[config.mk]
export PLATFORM = sky130hd
export DESIGN_NAME = bound_flasher_ctrl
export DESIGN_NICKNAME = d
export VERILOG_FILES = /design/src/rtl/bf_pkg.sv /design/src/rtl/kickback_match_generator.sv /design/src/rtl/bound_flasher_ctrl.sv
export SDC_FILE = /design/constraint.sdc
export NUM_CORES = 1
export LEC_CHECK = 0
export CELL_PAD_IN_SITES_DETAIL_PLACEMENT = 0
export CELL_PAD_IN_SITES_GLOBAL_PLACEMENT = 2
export CORE_ASPECT_RATIO = 0.75
export CORE_MARGIN = 3
export CORE_UTILIZATION = 30
export DETAILED_ROUTE_END_ITERATION = 6
export MAX_ROUTING_LAYER = met4
export PLACE_DENSITY = 0.84
export SKIP_CTS_REPAIR_TIMING = 1
export SYNTH_ARGS = -nofsm -noshare
export SYNTH_HDL_FRONTEND = slang
export SYNTH_SLANG_ARGS = --single-unit
[constraint.sdc]
create_clock -name clk -period 5.7 [get_ports clk]
set_input_delay 1.71 -clock clk [delete_from_list [all_inputs] [get_ports clk]]
set_output_delay 1.71 -clock clk [all_outputs]
set_load 0.01 [all_outputs]
[src/rtl/bf_pkg.sv]
// Shared definitions for the bound flasher: FSM states, lamp geometry,
// kickback points and segment end targets.
package bf_pkg;

    typedef enum logic [2:0] {
        IDLE = 3'd0,
        UP16 = 3'd1,
        DN5  = 3'd2,
        UP11 = 3'd3,
        DN0  = 3'd4,
        UP6  = 3'd5,
        DN0F = 3'd6,
        KB0  = 3'd7
    } bf_state_t;

    localparam int unsigned LAMP_N = 16;

    localparam logic [4:0] KB_LO = 5'd6;
    localparam logic [4:0] KB_HI = 5'd11;

    localparam logic [4:0] TGT_UP16 = 5'd16;
    localparam logic [4:0] TGT_DN5  = 5'd5;
    localparam logic [4:0] TGT_UP11 = 5'd11;
    localparam logic [4:0] TGT_DN0  = 5'd0;
    localparam logic [4:0] TGT_UP6  = 5'd6;

    // Thermometer decode: bit i is lit when i is below the lamp count.
    function automatic logic [LAMP_N-1:0] thermo_decode(input logic [4:0] n);
        logic [LAMP_N-1:0] r;
        r = '0;
        for (int i = 0; i < LAMP_N; i++) begin
            r[i] = (i < int'(n));
        end
        return r;
    endfunction

endpackage

[src/rtl/kickback_match_generator.sv]
// Flags a kickback request: flick asserted while the counter sits on one of
// the two kickback points. State qualification is left to the caller.
module kickback_match_generator
    import bf_pkg::*;
(
    input  logic       flick,
    input  logic [4:0] counter,
    output logic       kickback_match
);

    assign kickback_match = flick && ((counter == KB_LO) || (counter == KB_HI));

endmodule

[src/rtl/bound_flasher_ctrl.sv]
// Bound flasher controller: a 16-lamp thermometer that sweeps up and down
// through fixed bounds, with flick-triggered kickbacks, stepping once per
// STEP_DIV clocks while active.
module bound_flasher_ctrl
    import bf_pkg::*;
#(
    parameter int STEP_DIV = 1
)
(
    input  logic              clk,
    input  logic              rst_n,
    input  logic              flick,
    output logic [LAMP_N-1:0] lamp,
    output logic [4:0]        count,
    output logic              busy
);

    localparam int PW = (STEP_DIV > 1) ? $clog2(STEP_DIV) : 1;
    localparam logic [PW-1:0] PRESC_MAX = PW'(STEP_DIV - 1);

    bf_state_t     state;
    logic [PW-1:0] presc;
    logic          tick;
    logic          kickback_match;
    logic          kb_take;

    kickback_match_generator u_kb_match (
        .flick          (flick),
        .counter        (count),
        .kickback_match (kickback_match)
    );

    // Kickback only counts while climbing in UP16, or at the top of UP11.
    assign kb_take = kickback_match &&
                     ((state == UP16) || ((state == UP11) && (count == KB_HI)));

    assign tick = (presc == PRESC_MAX);

    // Prescaler: parked at zero in IDLE, wraps on every step while active.
    always_ff @(posedge clk or negedge rst_n) begin
        if (!rst_n) begin
            presc <= '0;
        end else if ((state == IDLE) || tick) begin
            presc <= '0;
        end else begin
            presc <= presc + PW'(1);
        end
    end

    // Sequencer: IDLE reacts every clock, all other states move one lamp per tick.
    always_ff @(posedge clk or negedge rst_n) begin
        if (!rst_n) begin
            state <= IDLE;
            count <= 5'd0;
        end else begin
            case (state)
                IDLE: begin
                    if (flick) begin
                        state <= UP16;
                        count <= 5'd1;
                    end else begin
                        count <= 5'd0;
                    end
                end
                UP16: if (tick) begin
                    if (kb_take) begin
                        state <= KB0;
                        count <= count - 5'd1;
                    end else if (count == TGT_UP16) begin
                        state <= DN5;
                        count <= count - 5'd1;
                    end else begin
                        count <= count + 5'd1;
                    end
                end
                DN5: if (tick) begin
                    if (count == TGT_DN5) begin
                        state <= UP11;
                        count <= count + 5'd1;
                    end else begin
                        count <= count - 5'd1;
                    end
                end
                UP11: if (tick) begin
                    if (count == TGT_UP11) begin
                        state <= kb_take ? DN5 : DN0;
                        count <= count - 5'd1;
                    end else begin
                        count <= count + 5'd1;
                    end
                end
                DN0: if (tick) begin
                    if (count == TGT_DN0) begin
                        state <= UP6;
                        count <= count + 5'd1;
                    end else begin
                        count <= count - 5'd1;
                    end
                end
                UP6: if (tick) begin
                    if (count == TGT_UP6) begin
                        state <= DN0F;
                        count <= count - 5'd1;
                    end else begin
                        count <= count + 5'd1;
                    end
                end
                DN0F: if (tick) begin
                    if (count == TGT_DN0) begin
                        state <= IDLE;
                        count <= 5'd0;
                    end else begin
                        count <= count - 5'd1;
                    end
                end
                KB0: if (tick) begin
                    if (count == TGT_DN0) begin
                        state <= UP16;
                        count <= count + 5'd1;
                    end else begin
                        count <= count - 5'd1;
                    end
                end
                default: begin
                    state <= IDLE;
                    count <= 5'd0;
                end
            endcase
        end
    end

    assign lamp = thermo_decode(count);
    assign busy = (state != IDLE);

endmodule

==> reports/metrics.yaml <==
status:
  outcome: "finished, final reports clean"
cts:
  cts_tree: "yes"
  cts_buffers: 3
  clkTransAtPathRegs_ns: 0.04
  cts-root-buf: "clkbuf_8"
  clk-insertion-delay-late_ns: 0.23
  htree_levels: 1
  cts_buffer_depth: 2
  clock_sinks: 9
sta:
  slew_headroom: 0.564
  fmax_mhz: 248
  fin_crit_ns: 4.03
  fin_worst_skew_ns: 0.00305
  fin_crit_sh: 0.707
  slew_viol_final: 0
  setup_viol: 0
  tightest_slew_ns: 0.653
  finalHoldViolCount: 0
  finalSetupTns_ns: 0
  rsz0062_at_grt: "no"
cells_and_area:
  n_fill_cell: 407
  syn_to_final_growth_pct: 21.9
  final_common_cell: "clkdlybuf4s50_1"
  final_cells: 227
  final_cell_mix: "clkdlybuf4s50_1, nand2_1, nor2_1"
  antenna_cells: 0
  fin_nets: 184
  finalInstanceArea_um2: 1460
  drive_above_1_share: 0.0457
global_routing:
  grt_pass1_vias: 998
  grt-ovfl-total: 0
  grt_max_degree: 22
  grt_pass1_wl_um: 5180
  antenna_found_initial: 0
  track_usage: 0.142
die:
  die_area_um2: 4790
  fp.dieW_um: 79.0
  coreArea_um2: 3760
  initial_utilization: 0.319
  row_count: 19
  boundaryPins: 25
  die_h_um: 60.7
power:
  power.leakage_nw: 0.607
  vdd_ir_drop_max_mv: 0.221
  p_per_area_nw_per_um2: 619
setup_path:
  critical_path_class: "flip-flop to output port"
  cp-start-kind: "flip-flop"
  r2r_slack_ns: 3.05
  critPathCaptureType: "output port"
  critPathMaxFanout: 21
  cp.arrival_ns: 2.32
  crit_required_ns: 3.99
synthesis:
  ys_types: 48
  yosysTopAreaCell: "dfrtp_1"
  ys_top_cells_by_area: "dfrtp_1, nand2_1, ha_1, nand2b_1, nor2_1"
  avgSynthCellArea_um2: 7.39
  yosysTopAreaCellShare: 0.188
  ys_warn_count: 0
  ys_seq_area_frac: 0.188
  synth_area_um2: 1200
  synth_flop_cell: "dfrtp_1"
  synth_fp_nets: 170
  synth_edf_count: 0
  ys_seq_elements: 9
  syn_inst: 162
  synthArstFlopShare: 1.00
route:
  via_per_inst: 5.41
  dr.pass1.iters: 4
  wire_per_inst_um: 14.9
  drc: 0
  num_vias: 1227
  drtIter0Drc: 146
  ant_nets: 0
  wirelength_um: 3380
placement:
  port_buffers: 24
  place_area_um2: 1420
  place_inst: 223
  hpwl_um: 2480
  routabilityCongestion: 0.823
min_path:
  worst_hold_path_type: "flip-flop to flip-flop"
job:
  max-cap-violations: 0
==> critical path: stages (launching register included) <==
cell	delay, ns
dfrtp_1	0.61
or3_1	0.52
or3_1	0.35
a21boi_0	0.13
clkdlybuf4s50_1	0.49
==> metrics by stage <==
| stage | hold slack (ns) | worst slack [ns] | util | power [mW] |
|---|---|---|---|---|
| after floorplan | 0.626 | 2.34 | - | 0.601 |
| after global placement | 0.754 | 1.97 | 0.377 | 0.822 |
| after detailed placement | 0.756 | 1.91 | 0.377 | 0.825 |
| after CTS | 0.762 | 1.66 | 0.389 | 0.902 |
| after global routing | 0.826 | 1.56 | 0.389 | 0.979 |
| final | 0.776 | 1.67 | 0.389 | 0.904 |
==> flip-flops by register name, summed over array words and instances (netlist names) <==
register  flops
count         5
presc         1
state         3
==> synth_stat cells (3+ instances only) <==
cell / n
buf_6: 3
a21o_1: 3
nor3b_1: 3
a31oi_1: 3
nor2_1: 14
a21oi_1: 10
clkbuf_1: 6
dfrtp_1: 9
o21ai_0: 9
buf_2: 4
nor2b_1: 4
nand2b_1: 9
nand2_1: 17
inv_1: 8
nand3_1: 6
nand3b_1: 4
o21bai_1: 3
ha_1: 5
nor3_1: 4
==> cell type report <==
class | instances | area [um2] | share of cell area
well taps | 52 | 65.1 | 0.0446
multi-input cells | 130 | 855 | 0.585
inverters | 8 | 30.0 | 0.0206
clock buffers | 4 | 45.0 | 0.0308
flip-flops and latches | 9 | 225 | 0.154
repair buffers | 24 | 240 | 0.165
==> report_power, final <==
| part | internal [mW] | leakage (nW) | total [mW] | switching [mW] |
|---|---|---|---|---|
| Sequential | 0.0884 | 0.111 | 0.204 | 0.116 |
| Clock | 0.0485 | 0.0228 | 0.0715 | 0.0229 |
| Combinational | 0.318 | 0.474 | 0.628 | 0.310 |
| Total | 0.455 | 0.607 | 0.904 | 0.449 |
==> kinds of logic after synthesis <==
logic type,Yosys count,share of synthesized area
and+or+nand+nor,75,0.373
xor gates and xnor gates,4,0.0293
buffers and inverters,23,0.0982
AOI/OAI and AO/OA,44,0.248
DFF,9,0.188
muxes,1,0.00836
other,1,0.00313
adders and majority gates,5,0.0522
==> per-layer routing <==
| metal | wire, um | vias up | share of wire | global-route usage |
|---|---|---|---|---|
| li1 | - | 602 | - | - |
| met4 | 22 | 0 | 0.0065 | 0.0245 |
| met5 | 0 | - | 0 | - |
| met2 | 1480 | 28 | 0.44 | 0.204 |
| met3 | 115 | 4 | 0.034 | 0.0193 |
| met1 | 1760 | 593 | 0.52 | 0.213 |
==> path summary, 6_finish.rpt <==
kind | to | from | depth (start not counted)
setup / recovery | lamp[1] | count[2] | 4
hold / removal | count[2] | presc | 2
setup reg to reg | state[0] | count[1] | 8
hold reg to reg | count[2] | presc | 2
max in group asynchronous | state[0] | rst_n | 1
min in group asynchronous | count[1] | rst_n | 1
(Power assumes the default switching activity.)
==> variant (same settings) <==
Re-encode `bf_state_t` (8 states) as Gray code, 3 bits wide.
--- a/src/rtl/bf_pkg.sv
+++ b/src/rtl/bf_pkg.sv
@@ -4,12 +4,12 @@
 
     typedef enum logic [2:0] {
-        IDLE = 3'd0,
-        UP16 = 3'd1,
-        DN5  = 3'd2,
-        UP11 = 3'd3,
-        DN0  = 3'd4,
-        UP6  = 3'd5,
-        DN0F = 3'd6,
-        KB0  = 3'd7
+        IDLE = 3'b000,
+        UP16 = 3'b001,
+        DN5  = 3'b011,
+        UP11 = 3'b010,
+        DN0  = 3'b110,
+        UP6  = 3'b111,
+        DN0F = 3'b101,
+        KB0  = 3'b100
     } bf_state_t;
 
Function: same outputs for any inputs over 10 cycles, from zero or initial values and one cycle with rst_n low; not proved beyond that.
==> variant against the unedited design <==
- synthesized cell count down 9.9%
- wire length decreased by 7.4%
- critical path depth unchanged
- critical path type unchanged
- sequential power increased by 2%
- cell area down 5.0%
- synthesized area decreased by 7.5%
- non-clock buffer count grew 1
- largest cell class unchanged
- sequential share of layout area is 0.81 points higher
- final cell count fell by 7.9%
- setup slack improved by 0.12 ns
- sequential cell count stayed put
- total power up 3.2%
==> variant: results (changes against the unedited design) <==
[final_layout]
area_growth_pct = 25.3  ; was 21.9%
final_layout_size_suffix_gt1_share_pct = 8.81  ; was 4.57%
area_share_nonclk_buffers_pct = 17.9  ; was 16.5%
nFillCells = 375  ; was 407
comb.multi_input.count = 115  ; was 130
seq-cell-share_pct = 16.2  ; was 15.4%
clk_share_pct = 3.34  ; was 3.08%

[yosys]
synth_area_leaders = dfrtp_1 20%, ha_1 5.6%, nor2_1 4.7%, nand2_1 3.4%, nand2b_1 3.4%  ; was dfrtp_1 19%, nand2_1 5.3%, ha_1 5.2%, nand2b_1 4.7%, nor2_1 4.4%
syn_area_um2 = 1110  ; was 1200 um^2
synthTopCellsByCount = 14 x nor2_1, 10 x nand2_1, 9 x clkbuf_1, 9 x dfrtp_1  ; was 17 x nand2_1, 14 x nor2_1, 10 x a21oi_1
seq_area_frac_synth_pct = 20.3  ; was 18.8%
avgSynthCellArea_um2 = 7.58  ; was 7.39 um^2
syn_nets = 154  ; was 170

[global_routing]
grt_pass1_vias = 1006  ; was 998
grt_max_degree = 23  ; was 22
grt_pass1_wl_mm = 5.09  ; was 5.18 mm

[detailed_routing]
via_per_inst = 5.33  ; was 5.41

[critical_path]
critPathMaxStageDelay_ns = 0.80  ; was 0.61 ns
setup.worst_path.start = count[1]  ; was count[2]
worst-r2r-setup-slack_ns = 2.91  ; was 3.05 ns
r2r-end = count[3]  ; was state[0]
critPathTopFamily = flip-flops  ; was simple AND/OR/NAND/NOR gates

[placed_design]
dpl_worst_slack_ns = 2.06  ; was 1.91 ns
place_area_um2 = 1340  ; was 1420 um^2
dp_hpwl_mm = 2.19  ; was 2.48 mm
routabilityCongestion = 0.870  ; was 0.823

[worst_hold_path]
holdPathStages = 1  ; was 2
worstHoldEndpoint = count[1]  ; was count[2]

[timing]
maxSlewHeadroom_pct = 50.8  ; was 56.4%
whs_ns = 0.604  ; was 0.776 ns
post-route-period-util_pct = 68.7  ; was 70.7%

[power_and_ir_drop]
p_per_area_nw_per_um2 = 672  ; was 619 nW/um^2
ir_drop_v = 0.000297  ; was 0.000221 V
power.leakage_nw = 0.559  ; was 0.607 nW
power_switching_mw = 0.454  ; was 0.449 mW

[run_status]
status = finished, final reports clean  ; unchanged

## variant: changes by cell type after synthesis, moves of 3 or more
cell,unedited run,this run
nor3b_1,3,0
a21oi_1,10,6
clkbuf_1,6,9
nand2b_1,9,6
inv_1,8,5
nand2_1,17,10
## variant: metal layers
| layer | vias to the layer above | global-route usage [%] | part of all wire (%) |
|---|---|---|---|
| met3 | 0 | 2.60 | 3.9 |
| met2 | 26 | 21.1 | 43 |
| met1 | 536 | 21.1 | 53 |
| met4 | 0 | 2.58 | 0 |
| li1 | 552 | - | - |
| met5 | - | - | 0 |
## variant: logic make-up after synthesis
kind of cell | after synthesis | synth area share [%]
simple gates | 61 | 33.0
compound gates | 44 | 28.4
buf+inv | 22 | 8.93
flops | 9 | 20.3
fa+ha+maj | 5 | 5.65
xor+xnor | 3 | 2.37
other cells | 1 | 0.339
mux | 1 | 1.02
